**config.mk**
```make
export PLATFORM = sky130hd
export DESIGN_NAME = bsg_dff_reset_n_two_entry_reader_flat
export DESIGN_NICKNAME = d
export VERILOG_FILES = /design/src/rtl/bsg_dff_reset_n_two_entry_reader_if.sv /design/src/rtl/bsg_dff_reset_n_two_entry_reader.sv /design/src/flat_wrapper.sv
export SDC_FILE = /design/constraint.sdc
export NUM_CORES = 1
export LEC_CHECK = 0
export ABC_CLOCK_PERIOD_IN_PS = 1600
export BUFFER_PORTS_ARGS = -buffer_cell sky130_fd_sc_hd__buf_2
export CAP_MARGIN = 25
export CORE_ASPECT_RATIO = 0.6
export CORE_MARGIN = 8
export CORE_UTILIZATION = 45
export DETAILED_ROUTE_END_ITERATION = 8
export HOLD_SLACK_MARGIN = 0.12
export PLACE_DENSITY = 0.68
export SLEW_MARGIN = 20
export SYNTH_ARGS = -nofsm -noshare
export SYNTH_HDL_FRONTEND = slang
export SYNTH_SLANG_ARGS = --single-unit
```
**constraint.sdc**
```tcl
create_clock -name clock_i -period 1.6 [get_ports clock_i]
set_input_delay 0.24 -clock clock_i [delete_from_list [all_inputs] [get_ports clock_i]]
set_output_delay 0.24 -clock clock_i [all_outputs]
set_load 0.02 [all_outputs]
```
**src/rtl/bsg_dff_reset_n_two_entry_reader_if.sv**
```systemverilog
// Handshake bundle for the two-entry reader: producer valid/ready in, consumer valid/yumi out.
// The master modport is the environment that drives words in and yumi; the slave modport is the block.
interface bsg_dff_reset_n_two_entry_reader_if #(
    parameter int width_p = 10
);
    logic               v_i;
    logic [width_p-1:0] data_i;
    logic               ready_o;
    logic               v_o;
    logic [width_p-1:0] data_o;
    logic               yumi_i;
    logic [1:0]         count_o;
    logic               err_o;

    modport master (
        output v_i, data_i, yumi_i,
        input  ready_o, v_o, data_o, count_o, err_o
    );

    modport slave (
        input  v_i, data_i, yumi_i,
        output ready_o, v_o, data_o, count_o, err_o
    );
endinterface

```
**src/rtl/bsg_dff_reset_n_two_entry_reader.sv**
```systemverilog
// Two-entry in-order buffer between an enable-loaded register and a stallable consumer.
// Every output comes from registered state only, so v_i and yumi_i never reach the outputs combinationally.
module bsg_dff_reset_n_two_entry_reader #(
    parameter int width_p = 10
) (
    input logic                                 clock_i,
    input logic                                 reset_n_i,
    bsg_dff_reset_n_two_entry_reader_if.slave   bus
);
    logic [width_p-1:0] mem [0:1];
    logic               wr_ptr;
    logic               rd_ptr;
    logic [1:0]         count;
    logic               err;

    logic enq;
    logic deq;
    logic bad_yumi;

    assign bus.ready_o = (count != 2'd2);
    assign bus.v_o     = (count != 2'd0);
    assign bus.data_o  = mem[rd_ptr];
    assign bus.count_o = count;
    assign bus.err_o   = err;

    assign enq      = bus.v_i & bus.ready_o;
    assign deq      = bus.yumi_i & bus.v_o;
    assign bad_yumi = bus.yumi_i & ~bus.v_o;

    always_ff @(posedge clock_i or negedge reset_n_i) begin
        if (!reset_n_i) begin
            mem[0] <= '0;
            mem[1] <= '0;
            wr_ptr <= 1'b0;
            rd_ptr <= 1'b0;
            count  <= '0;
            err    <= 1'b0;
        end else begin
            if (enq) begin
                mem[wr_ptr] <= bus.data_i;
                wr_ptr      <= ~wr_ptr;
            end
            if (deq) begin
                rd_ptr <= ~rd_ptr;
            end
            // Simultaneous enq and deq leaves the occupancy unchanged.
            if (enq && !deq) begin
                count <= count + 2'd1;
            end else if (deq && !enq) begin
                count <= count - 2'd1;
            end
            if (bad_yumi) begin
                err <= 1'b1;
            end
        end
    end
endmodule

```
**src/flat_wrapper.sv**
```systemverilog
// flat-port wrapper written by rule: the top's interface ports become plain ports
module bsg_dff_reset_n_two_entry_reader_flat 
#(
    parameter int width_p = 10
)
  (clock_i, reset_n_i, bus_v_i, bus_data_i, bus_yumi_i, bus_ready_o, bus_v_o, bus_data_o, bus_count_o, bus_err_o);
  bsg_dff_reset_n_two_entry_reader_if #(.width_p(width_p)) bus_i ();
  input logic clock_i;
  input logic reset_n_i;
  input wire logic [$bits(bus_i.v_i)-1:0] bus_v_i;
  input wire logic [$bits(bus_i.data_i)-1:0] bus_data_i;
  input wire logic [$bits(bus_i.yumi_i)-1:0] bus_yumi_i;
  output wire logic [$bits(bus_i.ready_o)-1:0] bus_ready_o;
  output wire logic [$bits(bus_i.v_o)-1:0] bus_v_o;
  output wire logic [$bits(bus_i.data_o)-1:0] bus_data_o;
  output wire logic [$bits(bus_i.count_o)-1:0] bus_count_o;
  output wire logic [$bits(bus_i.err_o)-1:0] bus_err_o;
  assign bus_i.v_i = bus_v_i;
  assign bus_i.data_i = bus_data_i;
  assign bus_i.yumi_i = bus_yumi_i;
  assign bus_ready_o = bus_i.ready_o;
  assign bus_v_o = bus_i.v_o;
  assign bus_data_o = bus_i.data_o;
  assign bus_count_o = bus_i.count_o;
  assign bus_err_o = bus_i.err_o;
  bsg_dff_reset_n_two_entry_reader #(.width_p(width_p)) u_core (.clock_i(clock_i), .reset_n_i(reset_n_i), .bus(bus_i));
endmodule
```
==> impl_metrics.py, run 1 <==
metrics = {
    "outcome": {
        "status": "finished, final reports clean",
    },
    "timing": {
        "rsz0062_at_grt": "false",
        "final-hold-violation-count": 0,
        "timing.setup.tns_ps": 0,
        "whs_ps": 178,
        "tightest_slew_ps": 543,
        "max_freq_mhz": 655,
        "setup_violations": 0,
        "slew_viol_final": 0,
        "period_share_pct": 95.4,
        "fin_skew_ps": 10.4,
        "fin_crit_ps": 1530,
        "relSlewSlack_pct": 63.8,
    },
    "floorplanning": {
        "die_y_microns": 55.9,
        "core-area_sq_um": 2520,
        "die_area_sq_um": 4610,
        "row_count": 14,
        "die_w_microns": 82.5,
        "start_util_pct": 47.4,
        "io_pins": 29,
    },
    "cells_and_area": {
        "syn2layout_area_growth_pct": 19.7,
        "drive_above_1_share_pct": 64.2,
        "num-nets-final": 122,
        "layout_commonest_cell": "buf_2",
        "layout_common_cells": "28 x buf_2, 25 x dfrtp_1, 20 x mux2_4",
        "antenna_cells": 0,
        "n_fill_cell": 215,
    },
    "critical_path": {
        "cp.arrival_ps": 1290,
        "worst_setup_path_end_kind": "output port",
        "cp-start-kind": "flop",
        "critPathKind": "reg2out",
        "critPathRequiredTime_ps": 1360,
        "crit_fanout": 5,
    },
    "grt": {
        "grt_max_degree": 26,
        "antenna_found_initial": 0,
        "grt_usage_pct": 11.2,
        "grt_pass1_wl_mm": 3.89,
        "grt_overflow": 0,
        "grt_pass1_vias": 784,
    },
    "clock_tree": {
        "ctsRootBufferMaster": "clkbuf_8",
        "clock_sinks": 25,
        "cts_tree": "yes",
        "ctsHoldBuffers": 1,
        "cts-resized-gates": 0,
        "path_clk_slew_ps": 90,
        "clock_path_buffers": 2,
        "cts_made_buffers": 3,
        "clock_latency_ps": 270,
        "cts_setup_buffers": 0,
        "htree_levels": 1,
    },
    "placement": {
        "portBuffers": 28,
        "dp_hpwl_mm": 1.75,
        "place.gp.congestion": 0.751,
    },
    "synthesis": {
        "synth.net_count": 88,
        "avgSynthCellArea_sq_um": 16.4,
        "netlist_area_sq_um": 1190,
        "synth_seq_cells": 25,
        "syn_inst": 73,
        "ys_types": 17,
        "ys_warn_count": 0,
        "yosysSeqAreaShare_pct": 52.4,
    },
    "route": {
        "vias": 676,
        "drt_iter0_drc": 39,
        "routed_wl_mm": 2.39,
        "drtPass1Iterations": 2,
        "viasPerCell": 4.90,
        "drc": 0,
        "ant_nets": 0,
        "post_drt_wl_per_cell_microns": 17.3,
    },
    "power": {
        "p_leak_nw": 0.694,
        "p_per_area_nw_per_um2": 2320,
        "vdd_drop_max_mv": 1.33,
    },
    "hold_path": {
        "worstHoldPathType": "in2reg",
    },
    "run": {
        "drv_cap": 0,
    },
}
stage by stage:
step                setup slack, ps  instances  total power [mW]  util [%]  instance area, sq um
floorplan                      43.2         73              2.50         -                  1190
global placement                184        133              2.90      54.5                  1370
detailed placement              136        133              2.98      54.5                  1370
CTS                            65.6        138              3.37      56.7                  1430
global route                   22.3        138              3.53      56.7                  1430
finish                         73.9        138              3.32      56.7                  1430
cells by family (layout without fill, tap and decap cells):
kind of cell / count (synthesis) / count (layout) / synth area share (%)
flops: 25 / 25 / 52.4
simple gates: 7 / 7 / 4.40
fa+ha+maj: 1 / 1 / 1.05
compound gates: 1 / 1 / 0.629
buf+inv: 4 / 37 / 3.35
xor+xnor: 5 / 5 / 3.67
mux: 30 / 30 / 34.6
power by group:
part	leakage, nW	total, mW	switching, mW	internal, mW
clock	0.0255	0.374	0.200	0.174
combinational	0.378	1.79	0.818	0.975
sequential	0.291	1.16	0.205	0.951
total	0.694	3.32	1.22	2.10
worst paths after layout:
check | cells past startpoint | startpoint | slack, ps | to
min in group asynchronous | 2 | reset_n_i | 480 | u_core.mem[5]
setup reg to reg | 5 | u_core.bus.count_o[0] | 140 | u_core.bus.count_o[1]
hold / removal | 2 | bus_yumi_i | 180 | u_core.bus.err_o
max in group asynchronous | 2 | reset_n_i | 750 | u_core.wr_ptr
setup / recovery | 3 | u_core.rd_ptr | 70 | bus_data_o[2]
hold reg to reg | 1 | u_core.bus.err_o | 460 | u_core.bus.err_o
state kept, by name, indices dropped and copies added (netlist names):
register / flops
u_core.bus.count_o: 2
u_core.bus.err_o: 1
u_core.mem: 20
u_core.rd_ptr: 1
u_core.wr_ptr: 1
synth_stat cells:
master    instances  area share [%]
and3_4            1            0.94
and3b_1           1            0.73
nand2b_4          1             1.2
xor2_1            3             2.2
ha_1              1             1.0
inv_1             1            0.31
buf_6             1            0.94
dfrtp_1          25              52
nand2_1           1            0.31
buf_2             1            0.42
and2_2            1            0.63
nor2_1            2            0.63
a21o_1            1            0.63
mux2_2           10             9.4
buf_12            1             1.7
mux2_4           20              25
xnor2_1           2             1.5
worst max-delay path: stages (launching register included):
cell and delay [ps]:
dfrtp_1 360, buf_4 150, mux2_2 340, buf_2 160
metal layers:
metal  share of wire [%]  track usage (%)  vias up  wire (microns)
met5                   0                0        -               0
met4                0.54             2.20        0              13
met3                 6.8             5.16        2             162
met2                  47             18.1       18            1140
met1                  45             13.3      337            1080
li1                    -                -      319               -
cell type report:
class / count / area (sq um) / share of cell area, %
Timing Repair Buffer: 32 / 185 / 12.9
Multi-Input combinational cell: 44 / 529 / 37.0
Clock inverter: 1 / 5.00 / 0.350
Inverter: 1 / 3.75 / 0.262
Tap cell: 32 / 40.0 / 2.80
Sequential cell: 25 / 626 / 43.7
Clock buffer: 3 / 41.3 / 2.89
(Power assumes the default switching activity.)
==> run 2: changes to the inputs <==
- ABC_CLOCK_PERIOD_IN_PS: 1600 -> 1300
- PLACE_DENSITY: 0.68 -> 0.71
- REMOVE_ABC_BUFFERS: unset -> 1
- clock period: 1.6 -> 1.3 ns (I/O delays scaled with it)
==> run 2 against run 1 <==
The flow now finishes with violations (negative setup slack). Routed wire length up 15%. Non-clock buffer count rose by 11. Setup slack worse by 270 ps. Sequential share of layout area decreased by 6.9 points. Count of clock-buffer cells in the layout rose by 1. Die area is the same. Sequential power rose by 26%.
==> impl_metrics.py, run 2 (same netlist as run 1, synthesis figures left out) <==
metrics = {
    "run": {
        "drv_cap": 0,
    },
    "critical_path": {
        "rrSetupSlack_ps": -100,
        "worst_setup_path_end_kind": "output port",
        "critPathRequiredTime_ps": 1110,
        "path_delay_family": "flip-flops",
        "r2r-end": "u_core.mem[11]",
        "timing.rr.start": "u_core.bus.count_o[0]",
        "worst-r2r-cell-count": 4,
        "cp_cell_sequence": "buf_6, mux2_4, buf_6",
        "max_stage_delay_ps": 430,
        "cp-start-kind": "flop",
        "cp_slowest_cell": "dfrtp_1",
        "setup.worst_path.start": "u_core.rd_ptr",
        "cp.arrival_ps": 1300,
        "crit_fanout": 5,
        "worst-path-buf-inv": 2,
        "critPathKind": "reg2out",
        "crit_top_cell": "buf_6",
    },
    "cells_and_area": {
        "regArea_sq_um": 627,
        "layout_common_cells": "30 x mux2_4, 24 x dfrtp_1, 16 x buf_2, 16 x buf_6, 8 x buf_4",
        "num-nets-final": 134,
        "postLayoutCellArea_sq_um": 1700,
        "multi_input_area_sq_um": 608,
        "antenna_cells": 0,
        "utilization_pct": 67.4,
        "drive_above_1_share_pct": 73.7,
        "top_register": "u_core.mem",
        "largest_reg_flops": 20,
        "syn2layout_area_growth_pct": 42.2,
        "n_fill_cell": 184,
        "layout_commonest_cell": "mux2_4",
    },
    "timing": {
        "period_share_pct": 115,
        "tightest_slew_ps": 563,
        "setup_violations": 31,
        "relSlewSlack_pct": 62.5,
        "fin_crit_ps": 1490,
        "max_freq_mhz": 670,
        "fin_ws_ps": -192,
        "fin_skew_ps": 5.41,
        "whs_ps": 158,
        "final-hold-violation-count": 0,
        "slew_viol_final": 0,
        "rsz0062_at_grt": "true",
    },
    "power": {
        "internal_power_mw": 3.36,
        "sw_frac_of_total_pct": 34.4,
        "clkPwrFrac_pct": 9.0,
        "p_sw_mw": 1.76,
        "combPwrFrac_pct": 62.5,
        "pwr-share-seq_pct": 28.5,
        "p_per_area_nw_per_um2": 3020,
        "p_leak_nw": 0.829,
        "vdd_drop_max_mv": 1.74,
    },
    "grt": {
        "grt_usage_pct": 12.9,
        "grt_overflow": 0,
        "grt_pass1_vias": 862,
        "grt_max_degree": 26,
        "grt_pass1_wl_mm": 4.45,
        "antenna_found_initial": 0,
    },
    "outcome": {
        "status": "complete, but fails checks",
        "failed_checks": "negative setup slack",
    },
    "route": {
        "drc": 0,
        "viasPerCell": 4.87,
        "drt_iter0_drc": 23,
        "drtPass1Iterations": 3,
        "ant_nets": 0,
        "vias": 730,
        "routed_wl_mm": 2.76,
        "post_drt_wl_per_cell_microns": 18.4,
    },
    "hold_path": {
        "min_from": "bus_yumi_i",
        "worstHoldPathType": "in2reg",
        "hold-path-cell-count": 2,
        "min_to": "u_core.bus.err_o",
    },
    "clock_tree": {
        "clock_sinks": 25,
        "cts_tree": "yes",
        "clock_path_buffers": 2,
        "htree_levels": 1,
        "ctsRootBufferMaster": "clkbuf_8",
        "path_clk_slew_ps": 80,
        "cts_made_buffers": 3,
        "clock_latency_ps": 270,
    },
    "placement": {
        "dp_hpwl_mm": 1.89,
        "portBuffers": 28,
        "postPlaceCellArea_sq_um": 1430,
        "pre_cts_ws_ps": -181,
        "place.gp.congestion": 0.675,
    },
    "floorplanning": {
        "die_area_sq_um": 4610,
        "start_util_pct": 47.4,
        "row_count": 14,
        "die_w_microns": 82.5,
        "core-area_sq_um": 2520,
        "io_pins": 29,
        "die_y_microns": 55.9,
    },
}
-- run 2: area by class of cell --
type / instances / area share, %
timing repair buffer: 43 / 22.1
clock buffer: 4 / 2.65
multi-input combinational: 45 / 35.8
inverter: 1 / 0.221
sequential: 25 / 36.9
tap: 32 / 2.36
-- run 2: repair_timing --
item,CTS,global route
endpoints found under the hold margin,25,0
buffers inserted,2,1
resized for setup,44,7
pin swaps,5,3
cloned,2,0
hold buffers,1,0
setup endpoints to repair,32,34
-- run 2: per-layer routing --
| layer | routed length (microns) | vias up | global-route usage [%] |
|---|---|---|---|
| met2 | 1350 | 21 | 19.7 |
| met3 | 177 | 2 | 5.16 |
| met5 | 0 | - | 0 |
| li1 | - | 345 | - |
| met4 | 27 | 0 | 4.16 |
| met1 | 1200 | 362 | 15.9 |
-- run 2: worst max path at each step --
stage	cells past startpoint	to	slack, ps
after floorplan	3	u_core.mem[10]	-400
after global placement	5	u_core.bus.count_o[1]	-60
after detailed placement	5	u_core.bus.count_o[1]	-180
after CTS	3	bus_data_o[2]	-180
after global routing	3	bus_data_o[6]	-250
final	3	bus_data_o[6]	-190
-- run 2: worst reg2reg max path: stages, from the launching register on --
cell	delay [ps]
dfrtp_1	420
nand2b_4	160
and3b_2	250
buf_12	160
mux2_4	300
-- run 2: stage by stage --
stage | TNS, ps | instances | total power, mW
finish | -3010 | 150 | 5.13
CTS | -3020 | 149 | 5.06
global placement | -427 | 140 | 3.72
floorplan | -6060 | 70 | 3.00
global route | -4520 | 150 | 5.42
detailed placement | -597 | 140 | 3.82
-- run 2: power groups by stage --
| stage | clock (mW) | combinational, mW | sequential (mW) |
|---|---|---|---|
| finish | 0.459 | 3.20 | 1.46 |
| global route | 0.515 | 3.39 | 1.52 |
| CTS | 0.466 | 3.14 | 1.46 |
| detailed placement | 0 | 2.39 | 1.43 |
| global placement | 0 | 2.33 | 1.40 |
| floorplan | 0 | 1.56 | 1.44 |
==> run 3: changes to the inputs <==
- ABC_CLOCK_PERIOD_IN_PS: 1300 -> unset
- CORE_UTILIZATION: 45 -> 40
- PLACE_DENSITY: 0.71 -> 0.64
==> run 3 against run 2 <==
The run still ends with negative setup slack left. Count of clock-buffer cells in the layout decreased by 1. Worst hold slack got worse by 3.1 ps. Setup slack improved by 38 ps. Largest cell class unchanged. Global-route usage decreased by 1.7 points. Largest power group unchanged. Critical endpoint is now bus_data_o[5]. Routed wire length increased by 2.5%.
==> impl_metrics.py, run 3 (same netlist as run 1, synthesis figures left out) <==
metrics = {
    "clock_tree": {
        "cts_made_buffers": 3,
        "clock_path_buffers": 2,
        "clock_latency_ps": 270,
        "clock_sinks": 25,
        "cts_tree": "yes",
        "htree_levels": 1,
        "path_clk_slew_ps": 90,
        "ctsRootBufferMaster": "clkbuf_8",
    },
    "timing": {
        "max_freq_mhz": 688,
        "final-hold-violation-count": 0,
        "tightest_slew_ps": 573,
        "slew_viol_final": 0,
        "fin_skew_ps": 3.19,
        "fin_crit_ps": 1450,
        "period_share_pct": 112,
        "relSlewSlack_pct": 61.8,
        "whs_ps": 155,
        "rsz0062_at_grt": "true",
        "setup_violations": 21,
        "fin_ws_ps": -154,
    },
    "grt": {
        "grt_pass1_wl_mm": 4.28,
        "antenna_found_initial": 0,
        "grt_pass1_vias": 847,
        "grt_max_degree": 26,
        "grt_overflow": 0,
        "grt_usage_pct": 11.1,
    },
    "cells_and_area": {
        "largest_reg_flops": 20,
        "syn2layout_area_growth_pct": 42.1,
        "antenna_cells": 0,
        "instances_no_fill": 159,
        "postLayoutCellArea_sq_um": 1700,
        "n_fill_cell": 239,
        "num-nets-final": 133,
        "top_register": "u_core.mem",
        "drive_above_1_share_pct": 74.4,
        "layout_common_cells": "30 x mux2_4, 24 x dfrtp_1, 16 x buf_2, 16 x buf_6, 8 x buf_4",
        "layout_commonest_cell": "mux2_4",
    },
    "critical_path": {
        "max_stage_delay_ps": 410,
        "r2r-end": "u_core.mem[15]",
        "cp-start-kind": "flop",
        "setup.worst_path.start": "u_core.rd_ptr",
        "cp.arrival_ps": 1260,
        "worst-r2r-cell-count": 4,
        "crit_fanout": 6,
        "crit_top_cell": "buf_6",
        "cp_cell_sequence": "buf_6, mux2_4, buf_6",
        "critPathKind": "reg2out",
        "rrSetupSlack_ps": -90,
        "path_delay_family": "flip-flops",
        "timing.rr.start": "u_core.bus.count_o[1]",
        "worst_setup_path_end_kind": "output port",
        "worst-path-buf-inv": 2,
        "cp_slowest_cell": "dfrtp_1",
        "critPathRequiredTime_ps": 1110,
    },
    "route": {
        "ant_nets": 0,
        "post_drt_wl_per_cell_microns": 17.8,
        "drt_iter0_drc": 28,
        "drc": 0,
        "routed_wl_mm": 2.83,
        "viasPerCell": 4.57,
        "vias": 727,
        "drtPass1Iterations": 4,
    },
    "placement": {
        "pre_cts_ws_ps": -152,
        "portBuffers": 28,
        "place.gp.congestion": 0.740,
        "dp.cells": 148,
        "dp_hpwl_mm": 1.76,
        "postPlaceCellArea_sq_um": 1420,
    },
    "floorplanning": {
        "die_area_sq_um": 5050,
        "io_pins": 29,
        "die_w_microns": 86.6,
        "die_y_microns": 58.3,
        "start_util_pct": 41.9,
        "row_count": 15,
        "core-area_sq_um": 2850,
    },
    "power": {
        "vdd_drop_max_mv": 1.53,
        "p_leak_nw": 0.824,
        "p_per_area_nw_per_um2": 3000,
    },
    "run": {
        "drv_cap": 0,
    },
    "outcome": {
        "status": "complete, but fails checks",
        "failed_checks": "negative setup slack",
    },
    "hold_path": {
        "hold-path-cell-count": 2,
        "worstHoldPathType": "in2reg",
        "min_from": "bus_yumi_i",
        "min_to": "u_core.bus.err_o",
    },
}
==> run 3: report_power, final <==
group          switching [mW]  internal (mW)  leakage (nW)  total (mW)
logic                    1.25           1.93         0.509        3.18
registers               0.287           1.18         0.290        1.46
clock network           0.238          0.214        0.0255       0.452
total                    1.77           3.32         0.824        5.09
==> run 3: how the worst max path moves through the flow <==
stage | to | slack (ps) | cells past startpoint
final | bus_data_o[5] | -150 | 3
after global routing | bus_data_o[5] | -210 | 3
after CTS | bus_data_o[1] | -160 | 3
after detailed placement | u_core.bus.count_o[1] | -150 | 5
after global placement | u_core.bus.count_o[1] | -60 | 6
after floorplan | u_core.mem[10] | -400 | 3
==> run 3: worst reg2reg max path: stages, from the launching register on <==
cell	delay (ps)
dfrtp_2	470
nand2b_4	120
and3b_2	240
buf_6	150
mux2_4	310
==> run 3: layer usage <==
| layer | part of all wire, % | up-vias | GRT usage, % |
|---|---|---|---|
| met5 | 0 | - | 0 |
| met4 | 0 | 0 | 1.46 |
| met3 | 5.7 | 0 | 4.72 |
| met2 | 48 | 20 | 17.6 |
| met1 | 46 | 368 | 14.0 |
| li1 | - | 339 | - |
==> run 3: cell type report <==
cell class / count / area, sq um / area share (%)
Sequential cell: 25 / 627 / 36.9
Clock inverter: 1 / 5.00 / 0.295
Clock buffer: 3 / 41.3 / 2.43
Tap cell: 42 / 52.6 / 3.10
Timing Repair Buffer: 42 / 355 / 20.9
Multi-Input combinational cell: 45 / 613 / 36.1
Inverter: 1 / 3.75 / 0.221
==> run 3: per-stage QoR <==
| stage | total power, mW | TNS [ps] | util (%) |
|---|---|---|---|
| 2_1_floorplan | 3.00 | -6060 | - |
| 3_3_place_gp | 3.67 | -55.9 | 49.9 |
| 3_5_place_dp | 3.76 | -157 | 49.9 |
| 4_1_cts | 4.90 | -2650 | 57.7 |
| 5_1_grt | 5.37 | -3290 | 59.5 |
| 6_report | 5.09 | -2440 | 59.5 |
==> run 3: timing repair <==
| action | CTS | global route |
|---|---|---|
| resized for setup | 36 | 16 |
| pin swaps | 8 | 2 |
| hold buffers | 1 | 0 |
| buffers inserted | 3 | 2 |
| cloned | 1 | 1 |
| endpoints found under the hold margin | 25 | 0 |
| setup endpoints to repair | 32 | 34 |
